<file path="config.mk">
export PLATFORM = sky130hd
export DESIGN_NAME = cic_decimator
export DESIGN_NICKNAME = d
export VERILOG_FILES = /design/src/rtl/sdr_pkg.sv /design/src/rtl/cic_comb_stage.sv /design/src/rtl/cic_decimator.sv
export SDC_FILE = /design/constraint.sdc
export NUM_CORES = 2
export LEC_CHECK = 0
export CORE_MARGIN = 10
export CORE_UTILIZATION = 60
export CTS_CLUSTER_SIZE = 12
export DETAILED_ROUTE_END_ITERATION = 6
export GPL_TIMING_DRIVEN = 0
export HOLD_SLACK_MARGIN = 0.12
export PLACE_DENSITY_LB_ADDON = 0.1
export SYNTH_ARGS = -nofsm -noshare
export SYNTH_HDL_FRONTEND = slang
export SYNTH_HIERARCHICAL = 1
export SYNTH_SLANG_ARGS = --single-unit
</file>
<file path="constraint.sdc">
create_clock -name clock -period 7.6 [get_ports clock]
set_input_delay 1.52 -clock clock [delete_from_list [all_inputs] [get_ports clock]]
set_output_delay 1.52 -clock clock [all_outputs]
set_load 0.005 [all_outputs]
</file>
<file path="src/rtl/sdr_pkg.sv">
// Shared helpers and constants for the 1-bit SDR receive chain.
package sdr_pkg;

    localparam int unsigned SAT_W = 128;

    // Sigma-delta sample encoding shared with the LVDS input stage.
    localparam logic signed [1:0] PLUS_ONE  = 2'sb01;
    localparam logic signed [1:0] MINUS_ONE = 2'sb11;

    function automatic int unsigned clog2_f(input int unsigned value);
        int unsigned r;
        r = 0;
        for (int unsigned i = 0; i < 32; i++) begin
            if ((64'd1 << i) < 64'(value)) r = i + 1;
        end
        return r;
    endfunction

    // Arithmetic shift right, then clamp to a signed range of the given width.
    function automatic logic signed [SAT_W-1:0] sat_trunc(input logic signed [SAT_W-1:0] value,
                                                          input int unsigned shift,
                                                          input int unsigned width);
        logic signed [SAT_W-1:0] one_s;
        logic signed [SAT_W-1:0] shifted;
        logic signed [SAT_W-1:0] max_v;
        logic signed [SAT_W-1:0] min_v;
        one_s   = SAT_W'(1);
        shifted = value >>> shift;
        max_v   = (one_s <<< (width - 1)) - one_s;
        min_v   = ~max_v;
        if (shifted > max_v) return max_v;
        if (shifted < min_v) return min_v;
        return shifted;
    endfunction

endpackage

</file>
<file path="src/rtl/cic_comb_stage.sv">
// One pipelined CIC comb (differential delay 1) advanced by a valid strobe.
module cic_comb_stage #(
    parameter int unsigned WIDTH = 40
) (
    input  logic             clk,
    input  logic             rst_n,
    input  logic             strobe_i,
    input  logic [WIDTH-1:0] data_i,
    output logic             strobe_o,
    output logic [WIDTH-1:0] data_o
);

    logic [WIDTH-1:0] dly_q, dly_d;
    logic [WIDTH-1:0] diff_q, diff_d;
    logic             vld_q, vld_d;

    always_comb begin
        dly_d  = dly_q;
        diff_d = diff_q;
        vld_d  = strobe_i;
        if (strobe_i) begin
            diff_d = data_i - dly_q;
            dly_d  = data_i;
        end
    end

    always_ff @(posedge clk or negedge rst_n) begin
        if (!rst_n) begin
            dly_q  <= '0;
            diff_q <= '0;
            vld_q  <= 1'b0;
        end else begin
            dly_q  <= dly_d;
            diff_q <= diff_d;
            vld_q  <= vld_d;
        end
    end

    assign strobe_o = vld_q;
    assign data_o   = diff_q;

endmodule

</file>
<file path="src/rtl/cic_decimator.sv">
// N-stage CIC decimator for the +/-1 sigma-delta stream with a saturating,
// single-entry valid/ready output register and a sticky overrun flag.
module cic_decimator
    import sdr_pkg::*;
#(
    parameter int unsigned IN_WIDTH   = 16,
    parameter int unsigned STAGES     = 4,
    parameter int unsigned DECIMATION = 64,
    parameter int unsigned OUT_WIDTH  = 16,
    parameter int unsigned OUT_LSB    = 9
) (
    input  logic                 clock,
    input  logic                 clock_areset_n,
    input  logic                 in_valid,
    input  logic [IN_WIDTH-1:0]  in_data,
    output logic                 out_valid,
    input  logic                 out_ready,
    output logic [OUT_WIDTH-1:0] out_data,
    output logic                 overrun,
    input  logic                 clear_overrun
);

    localparam int unsigned      CNT_W     = clog2_f(DECIMATION);
    localparam int unsigned      ACC_WIDTH = IN_WIDTH + STAGES * CNT_W;
    localparam logic [CNT_W-1:0] CNT_LAST  = CNT_W'(DECIMATION - 1);

    logic [ACC_WIDTH-1:0] integ_q [STAGES];
    logic [ACC_WIDTH-1:0] integ_d [STAGES];
    logic [CNT_W-1:0]     cnt_q, cnt_d;
    logic [ACC_WIDTH-1:0] cap_q, cap_d;
    logic                 strobe_q;
    logic                 wrap_c;

    logic [ACC_WIDTH-1:0] comb_data [STAGES+1];
    logic [STAGES:0]      comb_vld;

    logic signed [SAT_W-1:0] comb_ext_c;
    logic [OUT_WIDTH-1:0]    sat_c;
    logic                    transfer_c;
    logic                    valid_q, valid_d;
    logic [OUT_WIDTH-1:0]    data_q, data_d;
    logic                    ovr_q, ovr_d;

    assign wrap_c = in_valid && (cnt_q == CNT_LAST);

    // Integrator chain runs modulo 2^ACC_WIDTH; wrap-around cancels in the combs.
    always_comb begin
        cnt_d = cnt_q;
        cap_d = cap_q;
        for (int unsigned k = 0; k < STAGES; k++) integ_d[k] = integ_q[k];
        if (in_valid) begin
            cnt_d      = wrap_c ? '0 : cnt_q + CNT_W'(1);
            integ_d[0] = integ_q[0] + {{(ACC_WIDTH-IN_WIDTH){in_data[IN_WIDTH-1]}}, in_data};
            for (int unsigned k = 1; k < STAGES; k++) integ_d[k] = integ_q[k] + integ_q[k-1];
        end
        if (wrap_c) cap_d = integ_q[STAGES-1];
    end

    always_ff @(posedge clock or negedge clock_areset_n) begin
        if (!clock_areset_n) begin
            for (int unsigned k = 0; k < STAGES; k++) integ_q[k] <= '0;
            cnt_q    <= '0;
            cap_q    <= '0;
            strobe_q <= 1'b0;
        end else begin
            for (int unsigned k = 0; k < STAGES; k++) integ_q[k] <= integ_d[k];
            cnt_q    <= cnt_d;
            cap_q    <= cap_d;
            strobe_q <= wrap_c;
        end
    end

    assign comb_vld[0]  = strobe_q;
    assign comb_data[0] = cap_q;

    for (genvar g = 0; g < STAGES; g++) begin : g_comb
        cic_comb_stage #(
            .WIDTH (ACC_WIDTH)
        ) u_comb (
            .clk      (clock),
            .rst_n    (clock_areset_n),
            .strobe_i (comb_vld[g]),
            .data_i   (comb_data[g]),
            .strobe_o (comb_vld[g+1]),
            .data_o   (comb_data[g+1])
        );
    end

    assign comb_ext_c = {{(SAT_W-ACC_WIDTH){comb_data[STAGES][ACC_WIDTH-1]}}, comb_data[STAGES]};
    assign sat_c      = OUT_WIDTH'(sat_trunc(comb_ext_c, OUT_LSB, OUT_WIDTH));
    assign transfer_c = valid_q && out_ready;

    // One-entry holding register: a result arriving while full and stalled is dropped.
    always_comb begin
        valid_d = valid_q;
        data_d  = data_q;
        ovr_d   = ovr_q;
        if (transfer_c) valid_d = 1'b0;
        if (clear_overrun) ovr_d = 1'b0;
        if (comb_vld[STAGES]) begin
            if (!valid_q || transfer_c) begin
                valid_d = 1'b1;
                data_d  = sat_c;
            end else begin
                ovr_d = 1'b1;
            end
        end
    end

    always_ff @(posedge clock or negedge clock_areset_n) begin
        if (!clock_areset_n) begin
            valid_q <= 1'b0;
            data_q  <= '0;
            ovr_q   <= 1'b0;
        end else begin
            valid_q <= valid_d;
            data_q  <= data_d;
            ovr_q   <= ovr_d;
        end
    end

    assign out_valid = valid_q;
    assign out_data  = data_q;
    assign overrun   = ovr_q;

endmodule

</file>
* Word-level counts from Yosys, hierarchy flattened
Index checks and enable logic that the tools add are counted.
W data, S select, Z words.
** Operators by class
- $add $sub $neg :: 9
- Magnitude comparators :: 2
- Eq/ne operators :: 1
- Mux-type cells :: 14
- Reductions and logical operators :: 5
** Operator list (number)
- $add A40 B40 Y40 :: 4
- $sub A40 B40 Y40 :: 4
- $mux W16 :: 4
- $gt A31 B16 Y1 const B :: 1
- $lt A31 B16 Y1 const B :: 1
- $mux W1 :: 9
- $add A6 B1 Y6 const B :: 1
- $eq A6 B6 Y1 const B :: 1
- $mux W6 :: 1
- $logic_and A1 B1 Y1 :: 2
- $reduce_and A2 Y1 :: 1
- $logic_not A1 Y1 :: 1
- $logic_or A1 B1 Y1 :: 1
** Word-level totals
- Flip-flop bits (word level) :: 549
- Input bits :: 21
- Output and inout bits :: 18
- Logic and storage cells :: 53

* Logic depth before layout (Yosys ltp)
- Depth after elaboration :: 5
- Gate-level depth with buffers :: 12

* By module
The synthesis kept the hierarchy.
** By module, submodules not included
- cic_comb_stage :: instances 4, cells each 583, area an instance 5272.6 µm², seq. area each 2026.9 µm²
- cic_decimator :: instances 1, cells each 1792, area an instance 16858.7 µm², seq. area each 5630.4 µm²

* Worst setup path after synthesis
OpenSTA, ideal clock, no wires.
- Path kind :: input port to flip-flop
- Start point :: in in_data[0]
- End point :: reg integ_q[152] (netlist name)
- Library setup time :: 0.125 ns
- Data arrival time :: 3.795 ns
- Required time :: 7.475 ns
- Path slack :: 3.681 ns
- Cell stages on the path :: 11
- Buffers on the path :: 0
- Path through :: ha_1 > fa_1 > a211oi_1 > o21a_1 > o21ai_1 > nand4_1 > nand3_1 > a311oi_1 > o21bai_1 > xnor2_1 > mux2_2
** Between the ends
- Word-level cells in the longest chain between the ends :: 1
** Ends and longest elaborated chain
- start: declaration :: RTL line cic_decimator.sv:15 : input logic [IN_WIDTH-1:0] in_data,
- $add A40 B40 Y40 :: RTL line cic_decimator.sv:53 : integ_d[0] = integ_q[0] + {{(ACC_WIDTH-IN_WIDTH){in_data[IN_WIDTH-1]}}, in_data};
- end: declaration :: RTL line cic_decimator.sv:27 : logic [ACC_WIDTH-1:0] integ_q [STAGES];
Every way passes these cells.
A chain may end at the register's enable or synchronous reset.

* Worst setup path in the final report
- Start point :: in in_data[15]
- End point :: reg integ_q[153] (netlist name)
Same word-level chain as after synthesis.

==> results.cfg <==
[status]
status = finished, final reports clean

[global_route]
grt_max_degree = 113
antenna_found_initial = 0
grt_first_pass_wirelength_um = 146000
grt_pass1_vias = 29800
gr-usage-all-layers = 0.238
grt.overflow.total = 0

[run]
drv_cap = 0

[drt]
viasPerCell = 5.85
first_iter_violations = 1397
postRouteAntennaNets = 0
drc = 0
num_vias = 29700
wl_per_cell_um = 17.4
wirelength_um = 88300
firstDrtPassIters = 6

[hold_path]
hold_path_class = reg -> reg

[synth]
syn_area_um2 = 37500
yosys_warnings = 6
synth_nets = 4425
avgSynthCellArea_um2 = 9.19
syn_inst = 4083

[clocking]
numCtsBuffers = 61
post_cts_buffers = 0
cts.htree.levels = 2
cts.sinks = 540
path_clk_slew_ns = 0.06
clock-root-buffer = clkbuf_16
cts_resized = 0
cts_tree = yes
clk_path_buf_depth = 3
worst_skew_pair.late_latency_ns = 0.63
ctsHoldBuffers = 0

[floorplan]
die_area_um2 = 73000
start_util = 0.607
io_pins = 39
die_h_um = 270
die_w_um = 270
fp.coreArea_um2 = 61800
rows = 91

[worst_setup_path]
path_class = in -> reg
crit_path_cell_trace = clkdlybuf4s50_1 > ha_1 > nand2_2 > or4_4 > a211oi_1 > o21ai_2 > a2111oi_4 > o2111ai_1 > or4b_1 > o311ai_1
path_buf_inv = 1
crit_arrival_ns = 5.63
critPathMaxStageDelay_ns = 1.04
cp_slowest_cell = clkdlybuf4s50_1
cp.required_ns = 8.07
start_kind = input pin
path_max_fanout = 26
critical_path.top_delay_family = compound AO/OA/AOI/OAI gates
critPathCaptureType = flip-flop

[power_and_ir_drop]
powerDensity_nw_per_um2 = 413
leakage_nw = 19.3
max-vdd-ir-drop_uv = 347

[placement]
place_hpwl_um = 68000
io_buffer_count = 37
placedCellCount = 4962
gp_congestion = 0.932

[sta]
fin_crit_ns = 5.16
fin_worst_skew_ns = 0.0192
clock.fmax_ghz = 0.194
setup_viol = 0
finalMaxSlewViolations = 0
rsz0062_at_grt = false
hold_violations = 0
slew_headroom = 0.207
post-route-period-util = 0.679
tightest_slew_ns = 1.19
setup_tns_ns = 0

[finish]
fillCellCount = 5187
finalNetCount = 4530
syn2layout_area_growth_pct = 9.93
drive_gt1_frac = 0.120
final_cells = 5072
num_antenna_cells = 0
-- report_power, final --
part	total (W)	internal, W	switching (W)	leakage (nW)
Sequential	0.00398	0.00346	0.000523	7.17
Clock	0.00315	0.00195	0.00120	1.06
Combinational	0.00990	0.00447	0.00544	11.1
-- placed cells by master, fill, tap and decap left out, types with 40 or more instances in the layout --
| cell | n |
|---|---|
| a31oi_1 | 40 |
| ha_1 | 313 |
| nor2_1 | 198 |
| clkbuf_1 | 132 |
| nand3_1 | 55 |
| mux2_2 | 265 |
| xor2_1 | 97 |
| clkbuf_16 | 63 |
| inv_1 | 234 |
| nand4_1 | 75 |
| a21oi_1 | 360 |
| nand2_1 | 452 |
| a21o_1 | 150 |
| o21bai_1 | 43 |
| dfrtp_1 | 540 |
| xnor2_1 | 149 |
| o21ai_0 | 346 |
| nor3_1 | 55 |
-- registers in the layout (all words and copies together), names as in the netlist, 4 cells and up --
signal,cells
integ_q,160
out_data,16
g_comb.u_comb/dly_q,160
g_comb.u_comb/data_o,151
cnt_q,6
cap_q,40
g_comb.u_comb/strobe_o,4
-- final cells by class --
class	count	area [µm²]	area share
Tap cell	837	1050	0.0254
Clock inverter	28	408	0.00989
Timing Repair Buffer	42	513	0.0124
Buffer	173	883	0.0214
Clock buffer	82	1760	0.0426
Multi-Input combinational cell	3136	22300	0.539
Inverter	234	878	0.0213
Sequential cell	540	13500	0.328
-- metal layers --
metal	routed length, µm	global-route usage
met5	0	0
met4	4960	0.127
met3	2310	0.0241
met2	45800	0.452
met1	35200	0.256
-- metrics by stage --
stage / instance area (µm²) / hold slack [ns] / total power [W] / setup slack (ns) / utilization
after detailed placement: 39100 / 0.407 / 0.0138 / 1.83 / 0.632
after floorplan: 37500 / 0.374 / 0.0117 / 3.68 / -
after global placement: 38900 / 0.397 / 0.0137 / -18.88 / 0.630
final: 41300 / 0.410 / 0.0170 / 2.44 / 0.667
after CTS: 41300 / 0.413 / 0.0170 / 2.47 / 0.667
after global routing: 41300 / 0.427 / 0.0184 / 2.22 / 0.667
-- worst paths after layout --
check / slack (ns) / cells after the start / end / startpoint
worst max-delay path: 2.44 / 10 / integ_q[153] / in_data[15]
worst min-delay path: 0.41 / 0 / g_comb[0].u_comb/strobe_o / strobe_q
worst max register to register: 4.06 / 11 / integ_q[118] / integ_q[80]
worst min register to register: 0.41 / 0 / g_comb[0].u_comb/strobe_o / strobe_q
max in group asynchronous: 4.63 / 5 / integ_q[118] / clock_areset_n
min in group asynchronous: 0.80 / 1 / g_comb[3].u_comb/dly_q[1] / clock_areset_n
(Power assumes the default switching activity.)
